**src/rtl/lsu_mem_ctrl.sv**
```systemverilog
// RV32I load/store controller: byte-addressed requests to word memory with RMW sub-word stores.
// Optional `LSU_ALIGN_CHECK_EN makes misaligned H/HU/W accesses fault instead of aligning down.
module lsu_mem_ctrl #(
  parameter int DATA      = 32,
  parameter int ADDR      = 32,
  parameter int MEM_DEPTH = 256
) (
  input  logic            clk,
  input  logic            rst_n,
  input  logic            req_valid,
  output logic            req_ready,
  input  logic            req_we,
  input  logic [2:0]      req_size,
  input  logic [ADDR-1:0] req_addr,
  input  logic [DATA-1:0] req_wdata,
  output logic            rsp_valid,
  output logic            rsp_err,
  output logic [DATA-1:0] rsp_rdata,
  output logic            mem_we,
  output logic [ADDR-1:0] mem_wa,
  output logic [ADDR-1:0] mem_ra,
  output logic [DATA-1:0] mem_wd,
  input  logic [DATA-1:0] mem_rd
);

  typedef enum logic [1:0] {IDLE, ACCESS, WRITE, RESP} state_t;

  state_t          state;
  logic            we_q;
  logic [2:0]      size_q;
  logic [1:0]      lane_q;
  logic [DATA-1:0] wdata_q;

  logic [ADDR-1:0] req_idx;
  logic            size_bad;
  logic            misalign;
  logic            fault;

  function automatic logic [DATA-1:0] load_extend(input logic [DATA-1:0] w,
                                                  input logic [2:0] sz,
                                                  input logic [1:0] lane);
    logic [7:0]  b;
    logic [15:0] h;
    b = w[{lane, 3'b000} +: 8];
    h = lane[1] ? w[31:16] : w[15:0];
    case (sz[1:0])
      2'b00:   load_extend = sz[2] ? {{(DATA-8){1'b0}}, b} : {{(DATA-8){b[7]}}, b};
      2'b01:   load_extend = sz[2] ? {{(DATA-16){1'b0}}, h} : {{(DATA-16){h[15]}}, h};
      default: load_extend = w;
    endcase
  endfunction

  function automatic logic [DATA-1:0] store_merge(input logic [DATA-1:0] old,
                                                  input logic [DATA-1:0] wd,
                                                  input logic [1:0] sz,
                                                  input logic [1:0] lane);
    logic [DATA-1:0] m;
    m = old;
    case (sz)
      2'b00: m[{lane, 3'b000} +: 8] = wd[7:0];
      2'b01: begin
        if (lane[1]) m[31:16] = wd[15:0];
        else         m[15:0]  = wd[15:0];
      end
      default: m = wd;
    endcase
    return m;
  endfunction

  assign req_idx = {2'b00, req_addr[ADDR-1:2]};

  always_comb begin
    size_bad = req_we ? !(req_size inside {3'b000, 3'b001, 3'b010})
                      :  (req_size inside {3'b011, 3'b110, 3'b111});
    misalign = 1'b0;
`ifdef LSU_ALIGN_CHECK_EN
    case (req_size[1:0])
      2'b01:   misalign = req_addr[0];
      2'b10:   misalign = |req_addr[1:0];
      default: misalign = 1'b0;
    endcase
`endif
    fault = size_bad | misalign | (req_idx >= ADDR'(MEM_DEPTH));
  end

  // Faults skip straight to RESP so memory is never touched.
  always_ff @(posedge clk or negedge rst_n) begin
    if (!rst_n) begin
      state     <= IDLE;
      we_q      <= 1'b0;
      size_q    <= '0;
      lane_q    <= '0;
      wdata_q   <= '0;
      req_ready <= 1'b1;
      rsp_valid <= 1'b0;
      rsp_err   <= 1'b0;
      rsp_rdata <= '0;
      mem_we    <= 1'b0;
      mem_wa    <= '0;
      mem_ra    <= '0;
      mem_wd    <= '0;
    end else begin
      case (state)
        IDLE: begin
          if (req_valid) begin
            we_q      <= req_we;
            size_q    <= req_size;
            lane_q    <= req_addr[1:0];
            wdata_q   <= req_wdata;
            mem_ra    <= req_idx;
            mem_wa    <= req_idx;
            req_ready <= 1'b0;
            rsp_rdata <= '0;
            rsp_err   <= fault;
            if (fault) begin
              rsp_valid <= 1'b1;
              state     <= RESP;
            end else begin
              state     <= ACCESS;
            end
          end
        end
        ACCESS: begin
          if (we_q) begin
            mem_wd <= store_merge(mem_rd, wdata_q, size_q[1:0], lane_q);
            mem_we <= 1'b1;
            state  <= WRITE;
          end else begin
            rsp_rdata <= load_extend(mem_rd, size_q, lane_q);
            rsp_valid <= 1'b1;
            state     <= RESP;
          end
        end
        WRITE: begin
          mem_we    <= 1'b0;
          rsp_valid <= 1'b1;
          state     <= RESP;
        end
        RESP: begin
          rsp_valid <= 1'b0;
          req_ready <= 1'b1;
          state     <= IDLE;
        end
        default: state <= IDLE;
      endcase
    end
  end

endmodule

```
**config.mk**
```make
export PLATFORM = sky130hd
export DESIGN_NAME = lsu_mem_ctrl
export DESIGN_NICKNAME = d
export VERILOG_FILES = /design/src/rtl/lsu_mem_ctrl.sv
export SDC_FILE = /design/constraint.sdc
export NUM_CORES = 1
export LEC_CHECK = 0
export BUFFER_PORTS_ARGS = -buffer_cell sky130_fd_sc_hd__buf_4
export CAP_MARGIN = 20
export CORE_AREA = 4 4 85 166
export CTS_CLUSTER_SIZE = 12
export DETAILED_ROUTE_END_ITERATION = 6
export DIE_AREA = 0 0 89 170
export PLACE_DENSITY = 0.84
export SYNTH_ARGS = -nofsm -noshare
export SYNTH_HDL_FRONTEND = slang
export SYNTH_SLANG_ARGS = --single-unit
export TNS_END_PERCENT = 20
```
**constraint.sdc**
```tcl
create_clock -name clk -period 3.2 [get_ports clk]
set_input_delay 0.32 -clock clk [delete_from_list [all_inputs] [get_ports clk]]
set_output_delay 0.32 -clock clk [all_outputs]
set_load 0.01 [all_outputs]
```
==> results of run 1 <==
-- cells by family after synthesis --
group           Yosys count
compound gates          151
fa+ha+maj                 9
buf+inv                  87
flops                   138
mux                      78
other cells               1
simple gates            111
-- critical path: stages, from the launching register on --
cell and delay, ns:
dfrtp_1 0.72, inv_1 0.19, ha_1 0.38, nor4bb_1 0.44, buf_4 0.24, a22o_1 0.14
a221oi_1 0.10, nor2_1 0.12
-- how the worst min path moves through the flow --
stage	from	endpoint	slack [ns]	cells past startpoint
floorplan	rst_n	lane_q[0]	0.02	0
global placement	rst_n	rsp_rdata[19]	0.38	1
detailed placement	rst_n	rsp_rdata[20]	0.40	1
CTS	req_addr[4]	mem_wa[2]	0.12	2
global route	req_wdata[8]	wdata_q[8]	0.12	2
finish	req_addr[4]	mem_wa[2]	0.13	2
-- cells in the mapped netlist (all sizes together) (3+ instances only) --
master | n | share of area
clkbuf | 12 | 0.0068
buf | 60 | 0.059
inv | 15 | 0.0083
mux2i | 5 | 0.0074
dfrtp | 137 | 0.50
nor4 | 5 | 0.0046
nor4bb | 3 | 0.0044
nand3b | 3 | 0.0039
o21ai | 23 | 0.017
o221ai | 3 | 0.0039
a221o | 33 | 0.049
mux2 | 70 | 0.12
nor2 | 59 | 0.033
a21oi | 4 | 0.0029
o2bb2ai | 14 | 0.018
or3 | 8 | 0.0074
ha | 9 | 0.017
mux4 | 3 | 0.0099
a221oi | 24 | 0.032
nand2 | 14 | 0.0077
a22o | 27 | 0.035
and2 | 3 | 0.0028
a222oi | 8 | 0.012
nor2b | 4 | 0.0037
o22ai | 8 | 0.0074
-- power groups by stage --
stage	registers (W)	logic (W)	clock network, W
6_report	0.00349	0.00461	0.00209
5_1_grt	0.00356	0.00495	0.00218
4_1_cts	0.00347	0.00462	0.00211
3_5_place_dp	0.00348	0.00459	0
3_3_place_gp	0.00343	0.00447	0
2_1_floorplan	0.00341	0.00269	0
-- cells in the final DEF, fill, tap and decap left out, types with 3 or more instances in the layout --
master,n
o2bb2ai_1,14
mux4_2,3
nor4bb_1,3
nor4_1,5
nor2b_1,4
mux2_2,68
nand2_1,13
clkinv_4,3
a21oi_1,4
dfrtp_1,137
conb_1,4
buf_4,241
a222oi_1,8
a22o_1,27
ha_1,9
or3_1,8
o22ai_1,8
inv_6,3
nor2_1,58
bufinv_16,4
mux2i_1,5
o21ai_0,19
o221ai_1,3
and2_1,3
a221o_1,33
clkbuf_16,17
inv_1,15
a221oi_1,23
-- final cells by class --
| class | count | area, µm² | area share |
|---|---|---|---|
| inverter | 15 | 56.3 | 0.00621 |
| clock buffer | 19 | 433 | 0.0478 |
| timing repair buffer | 245 | 1870 | 0.206 |
| clock inverter | 13 | 193 | 0.0213 |
| sequential | 138 | 3450 | 0.381 |
| tap | 152 | 190 | 0.0210 |
| multi-input combinational | 353 | 2860 | 0.316 |
-- routing by layer --
metal  track usage  vias up  routed length (µm)
met5             0        -                   0
met3        0.0557       86                1700
met1         0.315     2898                7350
met4         0.190        0                1580
li1              -     2532                   -
met2         0.535      344               12300
-- state kept, by name, indices dropped and copies added (netlist names) --
signal	cells
wdata_q	32
we_q	1
mem_wd	32
state	2
mem_wa	30
lane_q	2
rsp_rdata	32
req_ready	1
size_q	3
rsp_err	1
mem_we	1
rsp_valid	1
-- stage by stage --
step | setup WS, ns | cells
floorplan | 1.14 | 578
global placement | 0.957 | 902
detailed placement | 0.876 | 902
CTS | 0.852 | 935
global route | 0.674 | 935
finish | 0.792 | 935
==> impl_metrics.csv, run 1 <==
group,metric,value,unit
yosys,synth_top_family_by_area,"compound AO/OA/AOI/OAI gates",
yosys,yosys.area_share.simple,0.0827,
critical_path,startpoint_type,"flop",
yosys,yosysSeqAreaShare,0.508,
pwr,vdd.ir_drop.worst,0.000634,V
clock_tree,cts_tree,"built",
clock_tree,htreeDepth,4,
clock_tree,postCtsResizedCells,0,
sta,maxSlewHeadroom,0.301,
grt,grt_overflow,0,
die,io_pins,235,
sta,tightest_slew,1.04,ns
grt,grt_usage,0.301,
critical_path,cp.arrival,2.75,ns
yosys,yosys_warnings,0,
die,die-area,15100,µm²
detailed_routing,vias_per_cell,6.27,
critical_path,worstRegToRegCells,7,
grt,grt_antenna_before_repair,0,
sta,period_needed,2.41,ns
sta,fmax,415,MHz
sta,maxSlewViolCount,0,
yosys,synth_edf_count,0,
job,cap_violations,0,
clock_tree,cts_buffers,17,
run_status,outcome,"finished clean",
placement,port_buffers,230,
final_layout,fin_area,9060,µm²
pwr,swShare,0.388,
grt,grt_pass1_wl,33600,µm
detailed_routing,wire_per_inst,24.5,µm
final_layout,syn2layout_area_growth,33.1,%
critical_path,path_max_fanout,18,
clock_tree,cts_sinks,138,
detailed_routing,wirelength,22900,µm
placement,routabilityCongestion,0.907,
sta,tns,0,ns
hold_path,hold_class,"primary input to flop",
pwr,power.switching,0.00396,W
pwr,comb_power_share,0.452,
final_layout,diodes,0,
yosys,synthDistinctLibCells,52,
die,die_w,89,µm
yosys,synth_mux_area_frac,0.134,
yosys,synthCells,575,
sta,hold-worst-slack,0.130,ns
sta,setup_viol,0,
yosys,avgSynthCellArea,11.8,µm²
die,start_util,0.527,
pwr,p_seq_frac,0.343,
clock_tree,clk_path_buf_depth,2,
placement,place_area,8420,µm²
grt,grt_max_degree,79,
yosys,async_flop_share,1.00,
detailed_routing,drtPass1Iterations,5,
pwr,finalPower,0.0102,W
yosys,ys_seq_elements,138,
detailed_routing,vias,5860,
yosys,synth_flop_cell,"dfrtp_1",
die,core-area,12900,µm²
pwr,p_int,0.00623,W
critical_path,critPathKind,"flop to flop",
critical_path,r2r-end,"mem_wd[28]",
clock_tree,cts-root-buf,"clkbuf_16",
sta,clock-skew-final,0.00969,ns
sta,finalHoldViolCount,0,
placement,dp_hpwl,17300,µm
final_layout,utilization,0.701,
yosys,synth_xor_area_frac,0,
final_layout,fillers,939,
clock_tree,ctsHoldBuffers,1,
detailed_routing,drt_iter0_drc,645,
final_layout,final_net_count,882,
sta,rsz0062_at_grt,"no",
pwr,leakagePower,4.25,nW
final_layout,drive_above_1_share,0.455,
critical_path,r2r_setup_slack,0.79,ns
clock_tree,clock_latency,0.42,ns
clock_tree,clk_pin_slew,0.07,ns
pwr,powerDensity,1130,nW/µm²
critical_path,cp-endpoint,"mem_wd[28]",
critical_path,crit_start,"lane_q[0]",
yosys,synthAdderAreaFrac,0.0165,
grt,grt_pass1_vias,6063,
critical_path,required,3.54,ns
detailed_routing,postRouteAntennaNets,0,
clock_tree,post-cts-setup-buffer-count,0,
yosys,synth-compound-area-share,0.184,
critical_path,r2r-start,"lane_q[0]",
critical_path,crit_path_end_kind,"flop",
die,row_count,59,
detailed_routing,drc,0,
yosys,syn_area,6810,µm²
die,die_height,170,µm
pwr,p_clk_frac,0.205,
sta,period_share,0.753,
Power figures use the tool's default switching activity.
==> inputs of run 2 (changes only) <==
CORE_AREA = 4 4 92 180   (was 4 4 85 166)
DIE_AREA = 0 0 96 184   (was 0 0 89 170)
PLACE_DENSITY = 0.75   (was 0.84)
clock period = 2.2 ns   (was 3.2 ns; I/O delays follow)
==> impl_metrics.csv, run 2 (synthesis gave the netlist of run 1 again) <==
group,metric,value,unit
pwr,vdd.ir_drop.worst,0.000932,V
placement,port_buffers,230,
clock_tree,clock_latency,0.42,ns
sta,maxSlewHeadroom,0.481,
final_layout,drive_above_1_share,0.465,
grt,gr-usage-met1,0.287,
placement,routabilityCongestion,0.961,
critical_path,cp.arrival,2.38,ns
critical_path,cp_num_cells,7,
critical_path,crit_path_max_incr_delay,0.39,ns
grt,met3_usage,0.0520,
grt,met2_usage,0.439,
grt,grt_overflow,0,
grt,grt-busiest-layer,"met2",
job,cap_violations,0,
pwr,power.switching,0.00576,W
clock_tree,htreeDepth,4,
clock_tree,cts_buffers,17,
sta,finalHoldViolCount,0,
sta,maxSlewViolCount,0,
grt,grt_pass1_vias,6141,
detailed_routing,drtPass1Iterations,5,
die,row_count,64,
pwr,swShare,0.387,
critical_path,r2r-end,"mem_wd[3]",
critical_path,startpoint_type,"flop",
detailed_routing,wire_per_inst,23.3,µm
die,die-area,17700,µm²
die,core-area,15300,µm²
sta,setup_ws,0.157,ns
die,start_util,0.445,
critical_path,r2r-start,"lane_q[1]",
final_layout,top_regs,"mem_wd x32, rsp_rdata x32, wdata_q x32",
pwr,finalPower,0.0149,W
grt,grt_max_degree,50,
die,io_pins,235,
grt,grt_pass1_wl,34600,µm
die,die_w,96,µm
critical_path,required,2.54,ns
critical_path,crit_path_end_kind,"flop",
critical_path,critPathKind,"flop to flop",
critical_path,r2r_setup_slack,0.16,ns
placement,dp_hpwl,17700,µm
final_layout,final_net_count,893,
sta,period_share,0.929,
run_status,outcome,"finished clean",
critical_path,crit_start,"lane_q[1]",
sta,fmax,489,MHz
sta,rsz0062_at_grt,"no",
clock_tree,clk_path_buf_depth,2,
detailed_routing,vias,5861,
critical_path,crit_buf_inv,2,
detailed_routing,postRouteAntennaNets,0,
clock_tree,cts_sinks,138,
sta,tns,0,ns
clock_tree,cts-root-buf,"clkbuf_16",
grt,grt_usage,0.266,
placement,place_inst,958,
pwr,p_clk_frac,0.198,
clock_tree,cts_tree,"built",
critical_path,crit_slowest_cell,"a211o_1",
pwr,comb_power_share,0.467,
detailed_routing,drc,0,
hold_path,hold_class,"primary input to flop",
die,die_height,184,µm
pwr,p_int,0.00911,W
final_layout,utilization,0.602,
detailed_routing,wirelength,23100,µm
critical_path,crit_chain,"inv_1 > ha_1 > buf_4 > nor4bb_1 > a211o_1 > a221oi_1 > nor2_1",
pwr,p_seq_frac,0.335,
final_layout,layout_common_cells,"buf_4 (250), dfrtp_1 (137), mux2_2 (68), nor2_1 (58), a221o_1 (33)",
final_layout,syn2layout_area_growth,35.3,%
final_layout,fillers,1312,
critical_path,worstRegToRegCells,7,
clock_tree,clk_pin_slew,0.06,ns
grt,grt_antenna_before_repair,0,
sta,tightest_slew,0.767,ns
pwr,leakagePower,4.30,nW
placement,dpl_worst_slack,-0.0491,ns
critical_path,cp-endpoint,"mem_wd[3]",
critical_path,path_max_fanout,8,
sta,setup_viol,0,
critical_path,cpLargestDelayFamily,"compound AO/OA/AOI/OAI gates",
final_layout,layout_commonest_cell,"buf_4",
detailed_routing,vias_per_cell,5.91,
pwr,powerDensity,1610,nW/µm²
detailed_routing,drt_iter0_drc,437,
final_layout,diodes,0,
final_layout,layout.cells.non_filler,991,
sta,period_needed,2.04,ns
sta,clock-skew-final,0.0134,ns
run 2: layout make-up:
class	count	area, µm²	area share
well taps	198	248	0.0269
clock buffers	19	443	0.0481
inverters	15	56.3	0.00611
multi-input cells	353	2870	0.312
repair buffers	256	1970	0.214
clock inverters	12	166	0.0181
flip-flops and latches	138	3450	0.375
run 2: power by group through the flow:
stage | combinational [W] | clock, W | sequential [W]
3_3_place_gp | 0.00673 | 0 | 0.00490
6_report | 0.00695 | 0.00294 | 0.00498
4_1_cts | 0.00695 | 0.00300 | 0.00495
2_1_floorplan | 0.00391 | 0 | 0.00496
5_1_grt | 0.00746 | 0.00313 | 0.00510
3_5_place_dp | 0.00689 | 0 | 0.00497
run 2: how the worst min path moves through the flow:
stage	from	endpoint	slack (ns)	cells past startpoint
floorplan	rst_n	lane_q[0]	-0.08	0
global placement	rst_n	wdata_q[4]	0.18	1
CTS	req_wdata[15]	wdata_q[15]	0.01	2
finish	req_wdata[15]	wdata_q[15]	0.03	2
detailed placement	rst_n	wdata_q[2]	0.19	1
global route	req_wdata[13]	wdata_q[13]	0.02	2
run 2: worst reg2reg max path, stage by stage (launching register included):
cell and delay (ns):
dfrtp_1 0.38, inv_1 0.12, ha_1 0.27, buf_4 0.15, nor4bb_1 0.34, a211o_1 0.39, a221oi_1 0.17, nor2_1 0.15
run 2: repair_timing:
action | in CTS | in global routing
hold endpoints to repair | 44 | 0
gates resized for setup | 1 | 1
hold buffers | 1 | 0
gates cloned | 0 | 0
setup endpoints to repair | 7 | 16
buffers inserted | 0 | 0
run 2: per-layer routing:
layer | vias up | wire length [µm]
li1 | 2556 | -
met1 | 2837 | 7430
met2 | 359 | 11900
met3 | 109 | 1730
met4 | 0 | 2020
met5 | - | 0
run 2: through the flow:
step | area (µm²) | hold WS [ns]
2_1_floorplan | 6820 | -0.0756
3_3_place_gp | 8570 | 0.176
3_5_place_dp | 8570 | 0.186
4_1_cts | 9200 | 0.0143
5_1_grt | 9210 | 0.0165
6_report | 9210 | 0.0283
==> inputs of run 3 (changes only) <==
CORE_AREA = 4 4 91 178   (was 4 4 92 180)
CTS_BUF_LIST = sky130_fd_sc_hd__clkbuf_4 sky130_fd_sc_hd__clkbuf_8   (was not set)
CTS_CLUSTER_DIAMETER = 120   (was not set)
DIE_AREA = 0 0 95 182   (was 0 0 96 184)
PLACE_DENSITY = 0.77   (was 0.75)
==> impl_metrics.csv, run 3 (synthesis gave the netlist of run 1 again) <==
group,metric,value,unit
run_status,outcome,"finished clean",
clock_tree,cts_sinks,138,
grt,grt_pass1_vias,6174,
final_layout,layout_commonest_cell,"buf_4",
grt,grt_usage,0.279,
die,start_util,0.459,
final_layout,fillers,1194,
grt,grt-busiest-layer,"met2",
final_layout,diodes,0,
clock_tree,cts_tree,"built",
sta,setup_viol,0,
clock_tree,clk_pin_slew,0.08,ns
pwr,leakagePower,4.44,nW
sta,finalHoldViolCount,0,
die,die-area,17300,µm²
final_layout,syn2layout_area_growth,40.4,%
grt,gr-usage-met1,0.286,
hold_path,hold_class,"primary input to flop",
final_layout,drive_above_1_share,0.436,
sta,rsz0062_at_grt,"no",
detailed_routing,drc,0,
clock_tree,clock_latency,0.45,ns
critical_path,cp.arrival,2.43,ns
grt,met3_usage,0.0659,
sta,maxSlewHeadroom,0.384,
detailed_routing,wire_per_inst,23.1,µm
detailed_routing,vias_per_cell,5.87,
pwr,vdd.ir_drop.worst,0.000757,V
critical_path,critPathKind,"flop to flop",
detailed_routing,drtPass1Iterations,5,
grt,met2_usage,0.489,
detailed_routing,wirelength,24000,µm
sta,tightest_slew,0.920,ns
placement,routabilityCongestion,0.996,
detailed_routing,vias,6102,
die,row_count,63,
clock_tree,cts-root-buf,"clkbuf_8",
final_layout,top_regs,"mem_wd x32, rsp_rdata x32, wdata_q x32",
placement,port_buffers,230,
die,die_w,95,µm
clock_tree,clk_path_buf_depth,2,
detailed_routing,drt_iter0_drc,403,
final_layout,final_net_count,943,
clock_tree,cts_buffers,17,
die,die_height,182,µm
critical_path,startpoint_type,"flop",
critical_path,crit_path_end_kind,"flop",
grt,grt_overflow,0,
die,core-area,14800,µm²
sta,maxSlewViolCount,0,
sta,tns,0,ns
sta,fmax,489,MHz
critical_path,required,2.58,ns
grt,grt_pass1_wl,35800,µm
final_layout,layout_common_cells,"buf_4 (246), dfrtp_1 (137), mux2_2 (68), nor2_1 (58), dlygate4sd3_1 (55)",
critical_path,path_max_fanout,16,
die,io_pins,235,
sta,period_needed,2.04,ns
placement,dp_hpwl,17900,µm
job,cap_violations,0,
sta,clock-skew-final,0.0127,ns
clock_tree,htreeDepth,4,
pwr,finalPower,0.0143,W
sta,period_share,0.929,
pwr,powerDensity,1490,nW/µm²
grt,grt_max_degree,52,
detailed_routing,postRouteAntennaNets,0,
grt,grt_antenna_before_repair,0,
[run 3: cell types whose count changed in the layout (fill, tap and decap cells not counted), moves of 2 or more]
cell,change
dlygate4sd3_1,+54
clkbuf_8,+18
clkbuf_16,-17
buf_4,-4
clkinv_2,+2
clkinv_4,-2
[run 3: routing by layer]
| layer | up-vias | routed length (µm) |
|---|---|---|
| met4 | 0 | 1890 |
| met2 | 379 | 12800 |
| li1 | 2660 | - |
| met5 | - | 0 |
| met3 | 97 | 1730 |
| met1 | 2966 | 7600 |
[run 3: final timing paths]
kind                         startpoint            end  slack, ns  depth (start not counted)
max in group asynchronous         rst_n      req_ready       1.25                          3
setup / recovery               state[1]  rsp_rdata[29]       0.16                          7
min in group asynchronous         rst_n     mem_wd[16]       0.27                          2
setup reg to reg               state[1]  rsp_rdata[29]       0.16                          7
hold reg to reg                 rsp_err        rsp_err       0.50                          2
hold / removal             req_addr[25]     mem_wa[23]       0.02                          2
[run 3: critical path, cell delays in order (launching register included)]
cell	delay, ns
dfrtp_1	0.43
inv_1	0.11
ha_1	0.28
nor2b_1	0.18
nor2b_1	0.26
buf_4	0.24
and2_4	0.28
a221o_1	0.20
[run 3: layout make-up]
cell class | count | area, µm² | share of cell area
multi-input cells | 353 | 2880 | 0.302
well taps | 195 | 244 | 0.0255
inverters | 15 | 56.3 | 0.00589
clock buffers | 20 | 269 | 0.0282
clock inverters | 12 | 161 | 0.0169
repair buffers | 306 | 2490 | 0.260
flip-flops and latches | 138 | 3450 | 0.362
[run 3: report_power, final]
part | internal (W) | total [W] | switching, W
clock | 0.00121 | 0.00225 | 0.00104
sequential | 0.00379 | 0.00504 | 0.00126
combinational | 0.00353 | 0.00699 | 0.00345
total | 0.00852 | 0.0143 | 0.00575
[run 3: what timing repair did]
item                                    CTS  global route
resized for setup                         1             4
endpoints found under the setup margin   16            37
hold endpoints to repair                 93             8
setup buffers                             1             0
hold buffers                             47             8
[run 3: stage by stage]
step	setup WS (ns)	util	cell area, µm²	cells	hold WS (ns)
5_1_grt	0.0357	0.645	9560	1039	0.00000902
6_report	0.157	0.645	9560	1039	0.0185
3_5_place_dp	-0.104	0.576	8540	951	0.191
4_1_cts	0.00661	0.638	9460	1031	0.000271
3_3_place_gp	0.0553	0.576	8540	951	0.181
2_1_floorplan	0.139	-	6820	578	-0.0756
